### src/rtl/simt_reconv_stack_if.sv
// Purpose: entry type and execute-stage divergence interface for the SIMT reconvergence stack.
// Latency: n/a (type and wire bundle only).
// Backpressure: none; requests are single-cycle strobes.
// Ports (master = execute stage, slave = stack):
//   warp_id/current_pc select the warp and PC being examined;
//   stack_push/stack_pop/stack_push_entry modify the selected warp's stack;
//   clear/clear_warp_id reset one warp's stack and its error flags;
//   stack_top_entry/stack_at_reconvergence/stack_empty/stack_full/stack_depth report on warp_id;
//   overflow_err/underflow_err are sticky per-warp error flags.

package simt_reconv_pkg;
  localparam int ADDR_WIDTH = 32;
  localparam int WARP_SIZE  = 32;

  typedef struct packed {
    logic [ADDR_WIDTH-1:0] reconvergence_pc;
    logic [WARP_SIZE-1:0]  active_mask;
    logic [WARP_SIZE-1:0]  taken_mask;
  } simt_stack_entry_t;
endpackage

interface simt_reconv_stack_if #(
  parameter int NUM_WARPS = 4,
  parameter int DEPTH     = 8,
  parameter int WID_W     = $clog2(NUM_WARPS),
  parameter int PTR_W     = $clog2(DEPTH) + 1
);
  logic [WID_W-1:0]                        warp_id;
  logic [simt_reconv_pkg::ADDR_WIDTH-1:0]  current_pc;
  logic                                    stack_push;
  logic                                    stack_pop;
  simt_reconv_pkg::simt_stack_entry_t      stack_push_entry;
  simt_reconv_pkg::simt_stack_entry_t      stack_top_entry;
  logic                                    stack_at_reconvergence;
  logic                                    stack_empty;
  logic                                    stack_full;
  logic [PTR_W-1:0]                        stack_depth;
  logic                                    clear;
  logic [WID_W-1:0]                        clear_warp_id;
  logic [NUM_WARPS-1:0]                    overflow_err;
  logic [NUM_WARPS-1:0]                    underflow_err;

  modport master (
    output warp_id, current_pc, stack_push, stack_pop, stack_push_entry, clear, clear_warp_id,
    input  stack_top_entry, stack_at_reconvergence, stack_empty, stack_full, stack_depth,
           overflow_err, underflow_err
  );

  modport slave (
    input  warp_id, current_pc, stack_push, stack_pop, stack_push_entry, clear, clear_warp_id,
    output stack_top_entry, stack_at_reconvergence, stack_empty, stack_full, stack_depth,
           overflow_err, underflow_err
  );
endinterface

### src/rtl/simt_reconv_stack.sv
// Purpose: NUM_WARPS independent register-based LIFO reconvergence stacks, read/written for warp_id.
// Latency: push/pop/clear visible on read outputs 1 cycle after the request edge; warp_id/current_pc changes are combinational.
// Backpressure: none; always accepts, illegal push/pop only set sticky overflow/underflow flags.
// Ports: clk, rst_n (async active-low), bus (simt_reconv_stack_if.slave, see interface file).

module simt_reconv_stack #(
  parameter int NUM_WARPS = 4,
  parameter int DEPTH     = 8,
  parameter int WID_W     = $clog2(NUM_WARPS),
  parameter int PTR_W     = $clog2(DEPTH) + 1
) (
  input  logic                clk,
  input  logic                rst_n,
  simt_reconv_stack_if.slave  bus
);
  import simt_reconv_pkg::*;

  localparam int               IDX_W    = PTR_W - 1;
  localparam logic [PTR_W-1:0] FULL_CNT = PTR_W'(DEPTH);
  localparam logic [PTR_W-1:0] ONE      = PTR_W'(1);

  // Entry storage is deliberately not reset; sp alone defines validity.
  simt_stack_entry_t    entries [NUM_WARPS][DEPTH];
  logic [PTR_W-1:0]     sp      [NUM_WARPS];
  logic [NUM_WARPS-1:0] ovf_q;
  logic [NUM_WARPS-1:0] unf_q;

  logic [PTR_W-1:0]  cur_sp;
  logic              cur_empty;
  logic              cur_full;
  logic [IDX_W-1:0]  top_idx;
  simt_stack_entry_t top_raw;
  logic              clr_same;

  assign cur_sp    = sp[bus.warp_id];
  assign cur_empty = (cur_sp == '0);
  assign cur_full  = (cur_sp == FULL_CNT);
  // Wraps to DEPTH-1 when empty; the read outputs mask that case.
  assign top_idx   = IDX_W'(cur_sp - ONE);
  assign top_raw   = entries[bus.warp_id][top_idx];
  assign clr_same  = bus.clear && (bus.clear_warp_id == bus.warp_id);

  assign bus.stack_top_entry        = cur_empty ? '0 : top_raw;
  assign bus.stack_at_reconvergence = !cur_empty && (bus.current_pc == top_raw.reconvergence_pc);
  assign bus.stack_empty            = cur_empty;
  assign bus.stack_full             = cur_full;
  assign bus.stack_depth            = cur_sp;
  assign bus.overflow_err           = ovf_q;
  assign bus.underflow_err          = unf_q;

  logic             sp_we;
  logic [PTR_W-1:0] sp_nxt;
  logic             wr_en;
  logic [IDX_W-1:0] wr_idx;
  logic             set_ovf;
  logic             set_unf;

  always_comb begin
    sp_we   = 1'b0;
    sp_nxt  = cur_sp;
    wr_en   = 1'b0;
    wr_idx  = top_idx;
    set_ovf = 1'b0;
    set_unf = 1'b0;
    // A clear of the same warp wins over that warp's push/pop.
    if (!clr_same) begin
      if (bus.stack_push && bus.stack_pop) begin
        // Replace top in place; on an empty stack this degenerates to a plain push.
        wr_en = 1'b1;
        if (cur_empty) begin
          wr_idx = '0;
          sp_we  = 1'b1;
          sp_nxt = ONE;
        end
      end else if (bus.stack_push) begin
        if (cur_full) begin
          set_ovf = 1'b1;
        end else begin
          wr_en  = 1'b1;
          wr_idx = cur_sp[IDX_W-1:0];
          sp_we  = 1'b1;
          sp_nxt = cur_sp + ONE;
        end
      end else if (bus.stack_pop) begin
        if (cur_empty) begin
          set_unf = 1'b1;
        end else begin
          sp_we  = 1'b1;
          sp_nxt = cur_sp - ONE;
        end
      end
    end
  end

  always_ff @(posedge clk or negedge rst_n) begin
    if (!rst_n) begin
      for (int w = 0; w < NUM_WARPS; w++) sp[w] <= '0;
      ovf_q <= '0;
      unf_q <= '0;
    end else begin
      if (sp_we)   sp[bus.warp_id]    <= sp_nxt;
      if (set_ovf) ovf_q[bus.warp_id] <= 1'b1;
      if (set_unf) unf_q[bus.warp_id] <= 1'b1;
      // Clear of another warp proceeds alongside this warp's update.
      if (bus.clear) begin
        sp[bus.clear_warp_id]    <= '0;
        ovf_q[bus.clear_warp_id] <= 1'b0;
        unf_q[bus.clear_warp_id] <= 1'b0;
      end
    end
  end

  always_ff @(posedge clk) begin
    if (wr_en) entries[bus.warp_id][wr_idx] <= bus.stack_push_entry;
  end

endmodule

### src/flat_wrapper.sv
// flat-port wrapper written by rule: the top's interface ports become plain ports
module simt_reconv_stack_flat import simt_reconv_pkg::*;
#(
  parameter int NUM_WARPS = 4,
  parameter int DEPTH     = 8,
  parameter int WID_W     = $clog2(NUM_WARPS),
  parameter int PTR_W     = $clog2(DEPTH) + 1
)
  (clk, rst_n, bus_warp_id, bus_current_pc, bus_stack_push, bus_stack_pop, bus_stack_push_entry, bus_clear, bus_clear_warp_id, bus_stack_top_entry, bus_stack_at_reconvergence, bus_stack_empty, bus_stack_full, bus_stack_depth, bus_overflow_err, bus_underflow_err);
  simt_reconv_stack_if #(.NUM_WARPS(NUM_WARPS), .DEPTH(DEPTH), .WID_W(WID_W), .PTR_W(PTR_W)) bus_i ();
  input  logic clk;
  input  logic rst_n;
  input wire logic [$bits(bus_i.warp_id)-1:0] bus_warp_id;
  input wire logic [$bits(bus_i.current_pc)-1:0] bus_current_pc;
  input wire logic [$bits(bus_i.stack_push)-1:0] bus_stack_push;
  input wire logic [$bits(bus_i.stack_pop)-1:0] bus_stack_pop;
  input wire logic [$bits(bus_i.stack_push_entry)-1:0] bus_stack_push_entry;
  input wire logic [$bits(bus_i.clear)-1:0] bus_clear;
  input wire logic [$bits(bus_i.clear_warp_id)-1:0] bus_clear_warp_id;
  output wire logic [$bits(bus_i.stack_top_entry)-1:0] bus_stack_top_entry;
  output wire logic [$bits(bus_i.stack_at_reconvergence)-1:0] bus_stack_at_reconvergence;
  output wire logic [$bits(bus_i.stack_empty)-1:0] bus_stack_empty;
  output wire logic [$bits(bus_i.stack_full)-1:0] bus_stack_full;
  output wire logic [$bits(bus_i.stack_depth)-1:0] bus_stack_depth;
  output wire logic [$bits(bus_i.overflow_err)-1:0] bus_overflow_err;
  output wire logic [$bits(bus_i.underflow_err)-1:0] bus_underflow_err;
  assign bus_i.warp_id = bus_warp_id;
  assign bus_i.current_pc = bus_current_pc;
  assign bus_i.stack_push = bus_stack_push;
  assign bus_i.stack_pop = bus_stack_pop;
  assign bus_i.stack_push_entry = bus_stack_push_entry;
  assign bus_i.clear = bus_clear;
  assign bus_i.clear_warp_id = bus_clear_warp_id;
  assign bus_stack_top_entry = bus_i.stack_top_entry;
  assign bus_stack_at_reconvergence = bus_i.stack_at_reconvergence;
  assign bus_stack_empty = bus_i.stack_empty;
  assign bus_stack_full = bus_i.stack_full;
  assign bus_stack_depth = bus_i.stack_depth;
  assign bus_overflow_err = bus_i.overflow_err;
  assign bus_underflow_err = bus_i.underflow_err;
  simt_reconv_stack #(.NUM_WARPS(NUM_WARPS), .DEPTH(DEPTH), .WID_W(WID_W), .PTR_W(PTR_W)) u_core (.clk(clk), .rst_n(rst_n), .bus(bus_i));
endmodule
### config.mk
export PLATFORM = sky130hd
export DESIGN_NAME = simt_reconv_stack_flat
export DESIGN_NICKNAME = d
export VERILOG_FILES = /design/src/rtl/simt_reconv_stack_if.sv /design/src/rtl/simt_reconv_stack.sv /design/src/flat_wrapper.sv
export SDC_FILE = /design/constraint.sdc
export NUM_CORES = 2
export LEC_CHECK = 0
export ABC_AREA = 1
export CELL_PAD_IN_SITES_DETAIL_PLACEMENT = 0
export CELL_PAD_IN_SITES_GLOBAL_PLACEMENT = 1
export CORE_MARGIN = 2
export CORE_UTILIZATION = 45
export DETAILED_ROUTE_END_ITERATION = 7
export MAX_ROUTING_LAYER = met4
export PLACE_DENSITY_LB_ADDON = 0.2
export SLEW_MARGIN = 20
export SYNTH_ARGS = -nofsm -noshare
export SYNTH_HDL_FRONTEND = slang
export SYNTH_SLANG_ARGS = --single-unit
### constraint.sdc
create_clock -name clk -period 13.28 [get_ports clk]
set_clock_uncertainty 0.05 [all_clocks]
set_input_delay 3.984 -clock clk [delete_from_list [all_inputs] [get_ports clk]]
set_output_delay 3.984 -clock clk [all_outputs]
set_load 0.03 [all_outputs]
[Word level (Yosys, flattened, before mapping)]
Memory sizes are Yosys's and may differ from the RTL's.
Index checks and enable logic that the tools add are counted.
W data, S select, Z words.
Cells by class
  $add $sub $neg: 2
  order comparisons: 11
  equality and inequality tests: 3
  multiplexer cells: 56
  bitwise gates (word level): 11
  reduce and logical (&&, ||, !) cells: 10
Operators with widths (number)
  $mux W768: 1
  $mux W96: 4
  $bmux W96 S3: 1
  $demux W96 S3: 1
  $mux W4: 15
  $eq A32 B32 Y1: 1
  $mux W16: 2
  $mux W1: 21
  $and A16 B16 Y16: 1
  $bwmux W16: 1
  $demux W4 S2: 2
  $not A16 Y16: 1
  $mux W3: 5
  $and A4 B4 Y4: 2
  $bmux W4 S2: 1
  $ge A4 B4 Y1 const B: 2
  $logic_and A1 B1 Y1: 8
  $not A3 Y4: 2
  $or A4 B4 Y4: 2
  $ge A3 B3 Y1 const B: 2
  $lt A2 B3 Y1 const B: 2
  $lt A3 B1 Y1 const B: 2
  $not A2 Y3: 2
  $add A4 B1 Y4 const B: 1
  other kinds (9): 11
Word-level totals
  register bits: 24
  RAM bits: 3072
  output and inout port bits: 111
  word-level logic and storage cells: 100
  memories kept: 1
Memories
  u_core.entries: depth 4, bits a word 768, rd ports 1, clocked after memory_dff 0, write ports 1, line simt_reconv_stack.sv:23  | simt_stack_entry_t entries [NUM_WARPS][DEPTH];

[Logic depth before layout (Yosys ltp)]
  word-level depth: 15
  mapped depth: 24
  depth with buffers taken out: 19

[Worst setup path after synthesis]
Ideal clock, no wire load.
  path type: input port to flip-flop
  start point: in bus_warp_id[1]
  end point: mem u_core.entries[0][0] in the netlist's numbering, enable pin
  arrival: 13.091 ns
  setup slack: -0.529 ns
  stages on the path: 15
  cell sequence: buf_6 > inv_2 > nor2_4 > inv_2 > buf_1 > o21ai_1 > inv_1 > ha_1 > clkinv_1 > clkbuf_1 > buf_2 > nand2_1 > nand2_2 > nand2_1 > nor3_1
Between the ends
  cells in the longest elaborated chain, start to end: 15
  elaborated cells on any way between the ends: 26
  those cells by class: 1 x add/sub; 2 x order compare; 2 x eq/ne; 16 x mux; 2 x bitwise; 3 x reduce/logical
Ends and longest elaborated chain
  from (decl): line flat_wrapper.sv:13  | input wire logic [$bits(bus_i.warp_id)-1:0] bus_warp_id;
  $not A2 Y3 (not written as such) *: line simt_reconv_stack.sv:35  | assign cur_sp = sp[bus.warp_id];
  $bmux W4 S2 *: line simt_reconv_stack.sv:35
  $mux W4 (not written as such) * (2 in series): line simt_reconv_stack.sv:35
  named net bus_stack_depth[1]: line flat_wrapper.sv:24  | output wire logic [$bits(bus_i.stack_depth)-1:0] bus_stack_depth;
  $sub A4 B1 Y4 or $eq A4 B4 Y1 (tied branches): line simt_reconv_stack.sv:39, simt_reconv_stack.sv:37
  $mux W3: line simt_reconv_stack.sv:76  | if (cur_full) begin
  $mux W3: line simt_reconv_stack.sv:75  | end else if (bus.stack_push) begin
  $mux W3: line simt_reconv_stack.sv:67  | if (bus.stack_push && bus.stack_pop) begin
  $mux W3: line simt_reconv_stack.sv:66  | if (!clr_same) begin
  $not A3 Y4 (not written as such): line simt_reconv_stack.sv:114  | if (wr_en) entries[bus.warp_id][wr_idx] <= bus.stack_push_entry;
  $ge A4 B4 Y1 (not written as such) or $lt A4 B1 Y1 (tied branches): line simt_reconv_stack.sv:114
  $logic_and A1 B1 Y1 (not written as such): line simt_reconv_stack.sv:114
  $mux W96 (not written as such): line simt_reconv_stack.sv:114
  $demux W96 S3: line simt_reconv_stack.sv:114
  $mux W768 (not written as such) *: line simt_reconv_stack.sv:114
  to (decl): line simt_reconv_stack.sv:23
The timed path passes the listed nets; every way through them passes the cells marked *. The select of a mux whose other input is x is not followed.

[Final worst setup path]
  start point: in bus_warp_id[0]
  end point: out bus_stack_top_entry[57]
Between the ends
  cells in the longest elaborated chain, start to end: 10
  elaborated cells on any way between the ends: 12
  those cells by class: 1 x add/sub; 7 x mux; 2 x bitwise; 1 x reduce/logical; 1 x memory
Ends and longest elaborated chain
  $not A2 Y3 (not written as such): line simt_reconv_stack.sv:35
  $bmux W4 S2: line simt_reconv_stack.sv:35
  $mux W4 (not written as such) (2 in series): line simt_reconv_stack.sv:35
  $sub A4 B1 Y4: line simt_reconv_stack.sv:39  | assign top_idx = IDX_W'(cur_sp - ONE);
  $not A3 Y4 (not written as such): line simt_reconv_stack.sv:40  | assign top_raw = entries[bus.warp_id][top_idx];
  $bmux W96 S3: line simt_reconv_stack.sv:40
  $mux W96 (not written as such) (2 in series): line simt_reconv_stack.sv:40
  $mux W96 *: line simt_reconv_stack.sv:43  | assign bus.stack_top_entry = cur_empty ? '0 : top_raw;
  to (decl): line flat_wrapper.sv:20  | output wire logic [$bits(bus_i.stack_top_entry)-1:0] bus_stack_top_entry;
Mark *: on every way between the ends. The rest lies on a longest branch, timed or not. The select of a mux whose other input is x is not followed.

==> results_dict.tcl <==
set metrics [dict create \
    status "completed" \
    wirelength_microns 366000 \
    row_count 189 \
    yosysWarnings 0 \
    total_leakage_power_uw 0.0466 \
    drc 0 \
    grt_antenna_before_repair 22 \
    path_buf_inv 5 \
    area_growth_pct 14.4 \
    wl_met1_microns 152000 \
    cts_sinks 3096 \
    cts_root_buf "clkbuf_16" \
    syn_inst 8774 \
    synth.avg_cell_area_sq_um 13.6 \
    worstHoldPathCells 2 \
    cp_max_fo 58 \
    dp.cells 12200 \
    crit_type "input pin to output pin" \
    drv_cap 0 \
    worstSkewPairLatency_ns 0.95 \
    synth_flop_cell "edfxtp_1" \
    met2RoutedLength_microns 177000 \
    wl_met3_microns 28200 \
    timing.rr.start "u_core.sp[8]" \
    cp-startpoint "bus_warp_id[0]" \
    io_buffers 247 \
    grt.total_usage 0.273 \
    grt_setup_unrepaired "false" \
    gp_congestion 0.816 \
    yosysUniqueCellTypes 42 \
    finalCritPeriodShare 0.945 \
    power_uw 26400 \
    period_minus_slack_ns 12.55 \
    first_pass_iters 5 \
    hold_path_class "flip-flop to flip-flop" \
    cts_hold_repair.buffers 0 \
    core_sq_um 265000 \
    synth-seq-cells 3096 \
    cts_tree "yes" \
    cts-resized-gates 0 \
    grt_start_max_net_pins 191 \
    arrival_ns 8.51 \
    timing.rr.end "u_core.entries[2][184]" \
    top_layer_used "met4" \
    regToRegSetupSlack_ns 8.03 \
    top_level_ports 248 \
    postCtsSetupRepairBufs 0 \
    cts_buffers 337 \
    power.density_nw_per_um2 192 \
    synth_top_area_cell "edfxtp_1" \
    whs_ns 0.453 \
    hold_viol 0 \
    post-dp-hpwl_microns 169000 \
    worst_pin_slew_ns 1.23 \
    grt_pass1_vias 71500 \
    required_ns 9.25 \
    final_antenna_net_count 0 \
    cp-end-kind "output pin" \
    fin_nets 9117 \
    cp-start-kind "input pin" \
    hp-start "u_core.bus.overflow_err[1]" \
    fin_cells 12800 \
    path_clk_slew_ns 0.06 \
    final-setup-viol-count 0 \
    clk_path_buf_depth 4 \
    cp_top_family "buffers and inverters" \
    synth-async-reset-ratio 0.00775 \
    clock.fmax_mhz 79.7 \
    fin_tns_setup_ns 0 \
    synth_top_area_share 0.771 \
    min_to "u_core.bus.overflow_err[1]" \
    cp_cell_sequence "buf_6 > nand2_1 > o22ai_1 > a21oi_1 > o21ai_1 > inv_1 > ha_1 > nand3b_1 > nand2_2 > buf_4 > nand2_4 > buf_4 > a21oi_1 > a21o_1 > buf_12" \
    initialDrtViolationCount 8644 \
    cpPeakStageDelay_ns 0.61 \
    grt.overflow.total 0 \
    synth_area_leaders "edfxtp_1, nand2_1, a22oi_1" \
    ir_drop_uv 324 \
    initial_utilization 0.452 \
    die_y_microns 520 \
    viasPerCell 5.90 \
    syn-num-nets 8915 \
    ys_seq_area_frac 0.776 \
    slew_headroom 0.179 \
    die_w_microns 520 \
    synth_edf_count 3072 \
    wl_per_cell_microns 28.7 \
    htreeDepth 5 \
    drv_slew 0 \
    grt_pass1_wl_microns 522000 \
    die_area_sq_um 270000 \
    drive_gt1_frac 0.0863 \
    syn_area_sq_um 120000 \
    cp_slowest_cell "nand2_4" \
    vias 75300 \
    reg2reg_depth 13 \
]
-- cells in the mapped netlist, types with 16 or more instances --
cell type / instances
nor2_1: 303
a21oi_1: 105
buf_2: 257
buf_4: 30
nand2_1: 2688
a22o_1: 16
nand3_1: 727
dfrtp_1: 24
clkbuf_1: 187
inv_1: 84
o21ai_1: 18
nand4_1: 541
buf_1: 48
edfxtp_1: 3072
a21o_1: 64
a22oi_1: 499
-- layout make-up --
type	count	area [sq um]
repair buffers	391	4690
diodes	11	27.5
flip-flops and latches	3096	92800
fillers	22100	128000
clock inverters	182	1460
inverters	96	383
clock buffers	400	8840
multi-input cells	5054	24300
well taps	3533	4420
-- worst max-delay path by stage --
stage	end	slack, ns	cells after the start
floorplan	u_core.entries[0][0]	-0.53	15
global placement	bus_stack_top_entry[0]	0.80	15
detailed placement	bus_stack_top_entry[57]	0.74	15
CTS	bus_stack_top_entry[57]	0.73	15
global route	bus_stack_top_entry[0]	0.54	15
finish	bus_stack_top_entry[57]	0.73	15
-- kinds of logic after synthesis --
kind of cell / count (synthesis) / share of synthesized area
flops: 3096 / 0.776
xor+xnor: 2 / 0.000146
compound gates: 746 / 0.0444
simple gates: 4302 / 0.156
fa+ha+maj: 4 / 0.000418
buf+inv: 624 / 0.0236
-- placed cells by master, fill, tap and decap left out, types with 82 or more instances in the layout --
master           netlist  routed
a21oi_1              105     105
a22oi_1              499     499
buf_12                 0     118
buf_4                 30     119
clkbuf_16              0     345
clkdlybuf4s50_1        0     115
clkinv_1               1      82
edfxtp_1            3072    3072
inv_1                 84      83
nand2_1             2688    2687
nand3_1              727     727
nand4_1              541     541
nor2_1               303     275
-- routing by layer --
metal	vias up	GRT usage
met5	-	-
met4	0	0.0697
met3	605	0.0354
met2	3470	0.436
met1	38400	0.373
li1	32800	-
-- flip-flops by register name (all words and copies together), names as in the netlist --
| name | cells |
|---|---|
| u_core.entries | 3072 |
| u_core.sp | 16 |
| u_core.bus.overflow_err | 4 |
| u_core.bus.underflow_err | 4 |
-- stage by stage --
stage,setup slack (ns),utilization,area (sq um)
after floorplan,-0.529,-,120000
after global placement,0.797,0.478,127000
after detailed placement,0.741,0.479,127000
after CTS,0.725,0.517,137000
after global routing,0.542,0.517,137000
final,0.733,0.517,137000
-- worst min-delay path, stage by stage (launching register included) --
cell and delay [ns]:
dfrtp_1 0.35, a21oi_1 0.04, nor2_1 0.07
-- power breakdown --
part           switching [uW]  leakage, uW  internal, uW
sequential               82.7       0.0280         11200
combinational            4280       0.0136          1930
clock                    3720      0.00505          5170
total                    8080       0.0466         18300
Note: power is estimated with default switching activity, not from simulation.
